$ cat src/rtl/uart_pkg.sv
// -----------------------------------------------------------------------------
// uart_pkg
//   Shared definitions for the UART transmit path.
//   - uart_state_e : frame FSM state encoding
//   - IDLE_LVL     : line level while idle and for stop bits (mark)
//   - START_LVL    : line level of the start bit (space)
// -----------------------------------------------------------------------------
package uart_pkg;

  typedef enum logic [2:0] {
    IDLE   = 3'd0,
    ARM    = 3'd1,
    START  = 3'd2,
    DATA   = 3'd3,
    PARITY = 3'd4,
    STOP   = 3'd5
  } uart_state_e;

  localparam logic IDLE_LVL  = 1'b1;
  localparam logic START_LVL = 1'b0;

endpackage

$ cat src/rtl/uart_tx_frame.sv
// -----------------------------------------------------------------------------
// uart_tx_frame
//   UART transmitter that also requests bit timing from a shared, external baud
//   tick generator. A byte is accepted over a valid/ready handshake, bps_start is
//   raised for the whole frame, and each clk_bps pulse advances the line through
//   start, data (LSB first), optional parity and stop bits.
//
//   Optional feature macro: UART_TX_PARITY_EN
//     defined   : a parity bit follows the data bits (even, or odd if PARITY_ODD)
//     undefined : no parity state or logic; data goes straight to stop
//
//   Handshake: a byte transfers on any rising clk edge where tx_valid and
//   tx_ready are both high. tx_ready depends only on en, rst_n and the state,
//   never on tx_valid; tx_data is captured on that edge and later changes to it
//   do not affect the frame in flight.
//
// Parameters
//   DATA_BITS   data bits per frame (5..8)
//   STOP_BITS   stop bits (1 or 2)
//   PARITY_ODD  0 = even, 1 = odd parity (only with UART_TX_PARITY_EN)
//
// Ports
//   clk        in   system clock
//   rst_n      in   synchronous active-low reset
//   en         in   global enable; low forces idle and aborts a frame
//   tx_data    in   byte to send, sampled on handshake
//   tx_valid   in   byte available
//   tx_ready   out  can accept a byte (en & idle & not in reset)
//   bps_start  out  timing request to the tick generator, high for the frame
//   clk_bps    in   one-cycle bit tick from the generator
//   txd        out  serial line, idle high
//   busy       out  frame in progress
//   state_dbg  out  current FSM state, for observation
// -----------------------------------------------------------------------------
module uart_tx_frame
  import uart_pkg::*;
#(
  parameter int DATA_BITS  = 8,
  parameter int STOP_BITS  = 1,
  parameter int PARITY_ODD = 0
) (
  input  logic                 clk,
  input  logic                 rst_n,
  input  logic                 en,
  input  logic [DATA_BITS-1:0] tx_data,
  input  logic                 tx_valid,
  output logic                 tx_ready,
  output logic                 bps_start,
  input  logic                 clk_bps,
  output logic                 txd,
  output logic                 busy,
  output uart_state_e          state_dbg
);

  localparam int CW = $clog2(DATA_BITS + 1);
  localparam logic [CW-1:0] LAST_BIT  = CW'(DATA_BITS);
  localparam logic [CW-1:0] CNT_ONE   = CW'(1);
  // stop_cnt counts completed stop periods; 1 bit covers STOP_BITS of 1 or 2
  localparam logic          STOP_LAST = (STOP_BITS == 2);

  uart_state_e          state_q, state_n;
  logic [DATA_BITS-1:0] shreg_q, shreg_n;
  logic [CW-1:0]        bit_cnt_q, bit_cnt_n;
  logic                 stop_cnt_q, stop_cnt_n;
  logic                 txd_q, txd_n;
  logic                 bps_q, bps_n;
  logic                 busy_q, busy_n;
  logic                 handshake;

`ifdef UART_TX_PARITY_EN
  logic                 par_q, par_n;
`else
  logic                 unused_parity_cfg;
  assign unused_parity_cfg = (PARITY_ODD != 0);
`endif

  assign tx_ready  = en & rst_n & (state_q == IDLE);
  assign handshake = tx_valid & tx_ready;
  assign txd       = txd_q;
  assign bps_start = bps_q;
  assign busy      = busy_q;
  assign state_dbg = state_q;

  always_comb begin
    state_n    = state_q;
    shreg_n    = shreg_q;
    bit_cnt_n  = bit_cnt_q;
    stop_cnt_n = stop_cnt_q;
    txd_n      = txd_q;
    bps_n      = bps_q;
`ifdef UART_TX_PARITY_EN
    par_n      = par_q;
`endif

    case (state_q)
      IDLE: begin
        // A tick landing here (or on the handshake edge) is deliberately unused.
        txd_n = IDLE_LVL;
        if (handshake) begin
          shreg_n    = tx_data;
          bit_cnt_n  = '0;
          stop_cnt_n = 1'b0;
          bps_n      = 1'b1;
`ifdef UART_TX_PARITY_EN
          par_n      = (PARITY_ODD != 0) ? ~^tx_data : ^tx_data;
`endif
          state_n    = ARM;
        end
      end

      ARM: begin
        // First tick after bps_start rises is a half period: it only aligns
        // the frame, so the start bit begins here.
        txd_n = IDLE_LVL;
        if (clk_bps) begin
          txd_n   = START_LVL;
          state_n = START;
        end
      end

      START: begin
        if (clk_bps) begin
          txd_n     = shreg_q[0];
          shreg_n   = shreg_q >> 1;
          bit_cnt_n = CNT_ONE;
          state_n   = DATA;
        end
      end

      DATA: begin
        if (clk_bps) begin
          if (bit_cnt_q == LAST_BIT) begin
`ifdef UART_TX_PARITY_EN
            txd_n   = par_q;
            state_n = PARITY;
`else
            txd_n      = IDLE_LVL;
            stop_cnt_n = 1'b0;
            state_n    = STOP;
`endif
          end else begin
            txd_n     = shreg_q[0];
            shreg_n   = shreg_q >> 1;
            bit_cnt_n = bit_cnt_q + CNT_ONE;
          end
        end
      end

`ifdef UART_TX_PARITY_EN
      PARITY: begin
        if (clk_bps) begin
          txd_n      = IDLE_LVL;
          stop_cnt_n = 1'b0;
          state_n    = STOP;
        end
      end
`endif

      STOP: begin
        txd_n = IDLE_LVL;
        if (clk_bps) begin
          if (stop_cnt_q == STOP_LAST) begin
            // Dropping bps_start for at least one clk lets the generator re-phase.
            bps_n   = 1'b0;
            state_n = IDLE;
          end else begin
            stop_cnt_n = 1'b1;
          end
        end
      end

      default: begin
        txd_n   = IDLE_LVL;
        bps_n   = 1'b0;
        state_n = IDLE;
      end
    endcase

    busy_n = (state_n != IDLE);
  end

  // en=0 shares the reset path so it also wins over a coincident clk_bps.
  always_ff @(posedge clk) begin
    if (!rst_n || !en) begin
      state_q    <= IDLE;
      shreg_q    <= '0;
      bit_cnt_q  <= '0;
      stop_cnt_q <= 1'b0;
      txd_q      <= IDLE_LVL;
      bps_q      <= 1'b0;
      busy_q     <= 1'b0;
`ifdef UART_TX_PARITY_EN
      par_q      <= 1'b0;
`endif
    end else begin
      state_q    <= state_n;
      shreg_q    <= shreg_n;
      bit_cnt_q  <= bit_cnt_n;
      stop_cnt_q <= stop_cnt_n;
      txd_q      <= txd_n;
      bps_q      <= bps_n;
      busy_q     <= busy_n;
`ifdef UART_TX_PARITY_EN
      par_q      <= par_n;
`endif
    end
  end

endmodule

$ cat config.mk
export PLATFORM = sky130hd
export DESIGN_NAME = uart_tx_frame
export DESIGN_NICKNAME = d
export VERILOG_FILES = /design/src/rtl/uart_pkg.sv /design/src/rtl/uart_tx_frame.sv
export SDC_FILE = /design/constraint.sdc
export NUM_CORES = 1
export LEC_CHECK = 0
export CAP_MARGIN = 30
export CORE_MARGIN = 2
export CORE_UTILIZATION = 45
export CTS_CLUSTER_DIAMETER = 100
export DETAILED_ROUTE_END_ITERATION = 10
export HOLD_SLACK_MARGIN = 0.12
export PLACE_DENSITY = 0.8
export SKIP_LAST_GASP = 1
export SLEW_MARGIN = 25
export SYNTH_ARGS = -nofsm -noshare
export SYNTH_HDL_FRONTEND = slang
export SYNTH_SLANG_ARGS = --single-unit
export TNS_END_PERCENT = 100
$ cat constraint.sdc
create_clock -name clk -period 2 [get_ports clk]
set_input_delay 0.2 -clock clk [delete_from_list [all_inputs] [get_ports clk]]
set_output_delay 0.2 -clock clk [all_outputs]
set_load 0.02 [all_outputs]
; ---- Word-level counts from Yosys, hierarchy flattened
; Cells that the tools add are included.
[word_totals]
register_bits = 19
latchBits = 0
ramBits = 0
romBits = 0
input_bits = 13
memories = 0
[classes]
add_sub_neg = 1
mul = 0
div = 0
n_lt_le_gt_ge = 0
eq_ne = 12
n_shift = 0
mux = 33
bitwise_logic = 4
n_reduce_logical = 12
[op_table]
columns = op, count
row1 = two-way mux 8 bit, 4
row2 = case mux 8 bit (3 select lines), 1
row3 = two-way mux 3 bit, 7
row4 = two-way mux 4 bit, 4
row5 = case mux 3 bit (5 select lines), 1
row6 = != test 2 bit (second input constant), 7
row7 = two-way mux 1 bit, 12
row8 = case mux 4 bit (3 select lines), 1
row9 = AND reduction 5 bit, 2
row10 = case mux 1 bit (3 select lines), 3
row11 = nonzero test 3 bit, 3
row12 = == test 3 x 2 -> 1 bit (second input constant), 2
row13 = adder 4 x 1 -> 4 bit (second input constant), 1
row14 = == test 4 bit (second input constant), 1
row15 = AND reduction 4 bit, 1
row16 = bitwise AND 1 bit, 3
row17 = == test 3 x 1 -> 1 bit (second input constant), 1
row18 = == test 3 bit (second input constant), 1
row19 = zero test 3 bit, 1
row20 = OR reduction 3 bit, 1
row21 = zero test 1 bit, 2
row22 = AND reduction 2 bit, 1
row23 = logical OR 1 bit, 1
row24 = inverter 1 bit, 1

; ---- Longest topological paths before layout
; Gate-level depths: netlist of run 1.
[logic_depth]
depth_word = 6
depth_mapped = 8
depth_no_buf = 6

; ---- Worst setup path before layout of run 1
; OpenSTA, ideal clock, no wires.
[synth_path]
path_kind = reg-to-reg
start = reg bit_cnt_q[0]
end = reg shreg_q[0]
arrival_ns = 1.508
required_time_ns = 1.858
setup_slack_ns = 0.350
stages_incl_launch_ff = 9
synth_period_minus_slack_ns = 1.650
cell_sequence = dfxtp_1 -> inv_1 -> ha_1 -> and3b_1 -> or3_1 -> buf_2 -> nand2_1 -> buf_6 -> a211oi_2
[synth_via]
elab_chain_len = 3
[synth_rtl]
columns = item, line_no
row1 = "start, declared", uart_tx_frame.sv:63  ; logic [CW-1:0] bit_cnt_q, bit_cnt_n;
row2 = "start signal, assigned", uart_tx_frame.sv:198  ; bit_cnt_q <= bit_cnt_n;
row3 = == test 4 bit, uart_tx_frame.sv:132  ; if (bit_cnt_q == LAST_BIT) begin
row4 = != test 2 bit (no source line), -
row5 = AND reduction 5 bit (no source line), -
row6 = "end signal, assigned", uart_tx_frame.sv:197  ; shreg_q <= shreg_n;
row7 = "end, declared", uart_tx_frame.sv:62  ; logic [DATA_BITS-1:0] shreg_q, shreg_n;
; No other way between the ends.
; A chain may end at the register's enable or synchronous reset.

; ---- Worst setup path after layout of run 1
[layout_path]
start = reg bit_cnt_q[0]
end = reg shreg_q[2]
; Same word-level chain as after synthesis.

==> impl_table.tex, run 1 <==
\begin{tabular}{lr}
\hline
Metric & Value \\
\hline
\multicolumn{2}{l}{\textbf{Synthesis}} \\
\quad Sequential area share after synthesis & 36.7\% \\
\quad Area of the mapped netlist & 982 um2 \\
\quad Total of flip-flops plus latches after synthesis & 18 \\
\quad Number of standard cells after synthesis & 108 \\
\quad Average size of a mapped cell & 9.09 um2 \\
\quad Number of enable flip-flop cells after synthesis & 0 \\
\quad Share of flip-flops with an asynchronous set or reset after synthesis & 0\% \\
\quad Net count after synthesis & 123 \\
\quad Distinct cells, synth & 34 \\
\quad Area contributors post-synth & sky130\_fd\_sc\_hd\_\_dfxtp\_1, sky130\_fd\_sc\_hd\_\_a211oi\_2, sky130\_fd\_sc\_hd\_\_mux2i\_1, sky130\_fd\_sc\_hd\_\_and3b\_1, sky130\_fd\_sc\_hd\_\_a21oi\_1 \\
\quad Most used flip-flop cell after synthesis & sky130\_fd\_sc\_hd\_\_dfxtp\_1 \\
\quad Portion of synthesized cell area occupied by the leading cell type & 36.7\% \\
\quad Area leader, netlist & sky130\_fd\_sc\_hd\_\_dfxtp\_1 \\
\quad Synth warn & 0 \\
\multicolumn{2}{l}{\textbf{Critical path}} \\
\quad Startpoint-to-endpoint class of the critical path & flop to flop \\
\quad Setup slack of the most critical reg-to-reg path & 0.17 ns \\
\quad Nature of the critical path endpoint & flop \\
\quad Worst endpoint required time & 2.22 ns \\
\quad Kind of start point of the critical path & flop \\
\quad Biggest fanout along the worst timing path & 9 \\
\quad Data arrival at the endpoint of the critical path & 2.05 ns \\
\quad R2R Path Start & bit\_cnt\_q[0] \\
\quad R2r endpoint & shreg\_q[2] \\
\quad Depth of the worst register-to-register path & 6 \\
\multicolumn{2}{l}{\textbf{Finish}} \\
\quad Fraction of final layout cells with drive strength greater than 1 & 12.6\% \\
\quad Reg area & 360 um2 \\
\quad Layout overhead on the synthesized area & 25.5\% \\
\quad Antenna diode instance count & 0 \\
\quad Core utilization of the finished layout & 61.6\% \\
\quad Number of non-filler instances in the completed layout & 154 \\
\quad Fill cell total of the finished layout & 191 \\
\quad Footprint of the multi-input gates & 569 um2 \\
\quad Layout Nets & 144 \\
\multicolumn{2}{l}{\textbf{Placement}} \\
\quad Quantity of I/O buffers inserted on ports & 19 \\
\quad DP Cell Count & 151 \\
\quad DPL Wire Length & 1.64 mm \\
\quad Placer Congestion & 0.832 \\
\multicolumn{2}{l}{\textbf{Worst hold path}} \\
\quad Type of the most critical hold path & flop to flop \\
\quad End of the worst hold path & shreg\_q[7] \\
\quad Number of cells traversed by the worst hold path & 2 \\
\quad Hold Startpoint & shreg\_q[7] \\
\multicolumn{2}{l}{\textbf{Floorplan}} \\
\quad Total Die Area & 2570 um2 \\
\quad Chip width & 50.7 um \\
\quad I/O pins & 20 \\
\quad Core box area & 2000 um2 \\
\quad Initial core utilization & 49.1\% \\
\quad Die span in y & 50.7 um \\
\quad FP Rows & 16 \\
\multicolumn{2}{l}{\textbf{Clock tree}} \\
\quad Resize count post-CTS & 1 \\
\quad Clock-pin slew of the registers on the worst-case setup and hold paths & 0.10 ns \\
\quad Post-CTS Repair Setup Buffers & 0 \\
\quad Bufs on Longest Clock Path & 2 \\
\quad CTS tree & done \\
\quad Number of CTS-inserted buffers & 3 \\
\quad Post-CTS Hold Buffers & 0 \\
\quad CTS H-Tree Depth & 1 \\
\quad Insertion delay of the later-clocked pin in the worst-skew pair & 0.29 ns \\
\quad \# clock sinks & 18 \\
\quad Clock root buffer & sky130\_fd\_sc\_hd\_\_clkbuf\_4 \\
\multicolumn{2}{l}{\textbf{GRT}} \\
\quad Via count of the first global-routing pass & 893 \\
\quad Global-route wire length before repair & 3.88 mm \\
\quad Antenna violations before repair & 0 \\
\quad Met3 layer usage reported by global route & 3.87\% \\
\quad Most utilized layer in the global route result & met2 \\
\quad Total routing resource utilization after global routing & 19.8\% \\
\quad GRT met2 Usage & 36.0\% \\
\quad Maximum number of pins on one net before global-route repair & 14 \\
\quad M1 GR Usage & 23.3\% \\
\quad Total gr overflow & 0 \\
\multicolumn{2}{l}{\textbf{Detailed routing}} \\
\quad Post-Route WL & 2.32 mm \\
\quad Vias & 911 \\
\quad Detailed-route vias per instance & 5.92 \\
\quad TritonRoute pass-1 iters & 4 \\
\quad DRC & 0 \\
\quad Antenna-violating nets left & 0 \\
\quad Average wire per standard cell & 15.1 um \\
\quad Iteration-0 DRC Markers & 29 \\
\multicolumn{2}{l}{\textbf{Status}} \\
\quad Status & finished, final reports clean \\
\multicolumn{2}{l}{\textbf{Timing}} \\
\quad Final min period & 1.83 ns \\
\quad RSZ-0062 raised after global routing & no \\
\quad Fraction of the cycle the final worst path needs & 91.4\% \\
\quad Hold Fails Final Rpt & 0 \\
\quad Fmax & 547 MHz \\
\quad Slew Limit Fails & 0 \\
\quad Slew of the pin with the lowest slew margin & 0.544 ns \\
\quad Setup Viol. Count Final & 0 \\
\quad Setup\_tns & 0 ns \\
\quad Relative slew slack & 63.7\% \\
\quad Layout Skew & 0.00738 ns \\
\multicolumn{2}{l}{\textbf{Run}} \\
\quad Number of max-cap violations & 0 \\
\multicolumn{2}{l}{\textbf{Pwr}} \\
\quad PwrDens & 536 nW/um2 \\
\quad IR drop worst, VDD & 0.000358 V \\
\quad Reported leakage power & 0.475 nW \\
\hline
\end{tabular}
[routing by layer]
| metal | share of wire (%) | vias to the layer above |
|---|---|---|
| met5 | 0 | - |
| met4 | 1.6 | 0 |
| met3 | 4.3 | 7 |
| met2 | 50 | 33 |
| met1 | 44 | 426 |
| li1 | - | 445 |
[cell usage in the layout (no fill, tap or decap)]
master / n
sky130_fd_sc_hd__a211o_1: 1
sky130_fd_sc_hd__a211oi_2: 7
sky130_fd_sc_hd__a21o_1: 2
sky130_fd_sc_hd__a21oi_1: 7
sky130_fd_sc_hd__a31oi_1: 2
sky130_fd_sc_hd__and2_1: 1
sky130_fd_sc_hd__and3b_1: 8
sky130_fd_sc_hd__buf_12: 1
sky130_fd_sc_hd__buf_4: 3
sky130_fd_sc_hd__clkbuf_4: 3
sky130_fd_sc_hd__clkdlybuf4s50_1: 18
sky130_fd_sc_hd__dfxtp_1: 18
sky130_fd_sc_hd__dlygate4sd2_1: 1
sky130_fd_sc_hd__ha_1: 2
sky130_fd_sc_hd__inv_1: 4
sky130_fd_sc_hd__mux2i_1: 8
sky130_fd_sc_hd__nand2_1: 4
sky130_fd_sc_hd__nand2_2: 1
sky130_fd_sc_hd__nand2b_1: 1
sky130_fd_sc_hd__nand3_1: 3
sky130_fd_sc_hd__nand3b_1: 2
sky130_fd_sc_hd__nand4_1: 2
sky130_fd_sc_hd__nand4b_1: 1
sky130_fd_sc_hd__nor2_1: 9
sky130_fd_sc_hd__nor2b_1: 1
sky130_fd_sc_hd__nor3_1: 1
sky130_fd_sc_hd__nor4_1: 3
sky130_fd_sc_hd__o2111ai_1: 2
sky130_fd_sc_hd__o211ai_1: 1
sky130_fd_sc_hd__o21ai_0: 3
sky130_fd_sc_hd__o21ai_1: 2
sky130_fd_sc_hd__o31ai_1: 2
sky130_fd_sc_hd__or2_2: 1
sky130_fd_sc_hd__or3_1: 1
sky130_fd_sc_hd__or3b_1: 1
[power by group]
| part | total, mW | switching (mW) | internal, mW | leakage (nW) |
|---|---|---|---|---|
| Clock | 0.176 | 0.106 | 0.0701 | 0.0138 |
| Sequential | 0.371 | 0.00469 | 0.367 | 0.146 |
| Combinational | 0.113 | 0.0547 | 0.0581 | 0.315 |
| Total | 0.661 | 0.166 | 0.495 | 0.475 |
[worst max-delay path, cell delays in order (launching register included)]
cell and delay [ns]:
sky130_fd_sc_hd__dfxtp_1 0.40, sky130_fd_sc_hd__inv_1 0.08, sky130_fd_sc_hd__ha_1 0.21, sky130_fd_sc_hd__and3b_1 0.20, sky130_fd_sc_hd__or3_1 0.45, sky130_fd_sc_hd__and3b_1 0.23, sky130_fd_sc_hd__a211oi_2 0.19
[through the flow]
| stage | setup slack (ns) | cell area, um2 | hold slack, ns | total power [mW] |
|---|---|---|---|---|
| global placement | 0.151 | 1210 | 0.442 | 0.489 |
| finish | 0.173 | 1230 | 0.457 | 0.661 |
| global route | 0.0484 | 1230 | 0.487 | 0.693 |
| CTS | 0.167 | 1230 | 0.458 | 0.666 |
| detailed placement | 0.129 | 1210 | 0.444 | 0.491 |
| floorplan | 0.350 | 982 | 0.365 | 0.438 |
[cell families after synthesis]
group | Yosys count | share of synthesized area (%)
AOI/OAI and AO/OA | 29 | 22.8
buffers and inverters | 11 | 5.35
DFF | 18 | 36.7
and+or+nand+nor | 40 | 24.5
adders and majority gates | 2 | 2.55
muxes | 8 | 8.15
[sequential cells by signal, indices dropped and copies added, names as in the netlist]
name / count
txd: 1
bps_start: 1
shreg_q: 8
busy: 1
state_dbg: 3
bit_cnt_q: 4
[synth_stat cells, types with 3 or more instances]
library cell / number
sky130_fd_sc_hd__a21oi_1: 7
sky130_fd_sc_hd__buf_2: 3
sky130_fd_sc_hd__o21ai_0: 3
sky130_fd_sc_hd__mux2i_1: 8
sky130_fd_sc_hd__inv_1: 4
sky130_fd_sc_hd__nor4_1: 3
sky130_fd_sc_hd__nand2_1: 4
sky130_fd_sc_hd__nand3_1: 3
sky130_fd_sc_hd__and3b_1: 8
sky130_fd_sc_hd__a211oi_2: 7
sky130_fd_sc_hd__dfxtp_1: 18
sky130_fd_sc_hd__nor2_1: 9
[how the worst max path moves through the flow]
stage / start / end / slack, ns / cells after the start
finish: bit_cnt_q[0] / shreg_q[2] / 0.17 / 6
CTS: bit_cnt_q[0] / shreg_q[2] / 0.17 / 6
detailed placement: rst_n / tx_ready / 0.13 / 4
global route: bit_cnt_q[0] / shreg_q[1] / 0.05 / 6
floorplan: bit_cnt_q[0] / shreg_q[0] / 0.35 / 8
global placement: rst_n / tx_ready / 0.15 / 4
[layout make-up]
| cell class | count | area share, % |
|---|---|---|
| multi-input combinational | 79 | 46.2 |
| sequential | 18 | 29.2 |
| timing repair buffer | 23 | 18.8 |
| tap | 27 | 2.74 |
| clock buffer | 3 | 1.83 |
| inverter | 4 | 1.22 |
(Power assumes the default switching activity.)
==> run 2, diff against run 1 <==
- CTS_BUF_LIST: unset -> sky130_fd_sc_hd__clkbuf_4 sky130_fd_sc_hd__clkbuf_8 sky130_fd_sc_hd__clkbuf_16
==> results of run 2 <==
The final DEF is identical to that of run 1; final timing and power are the same.
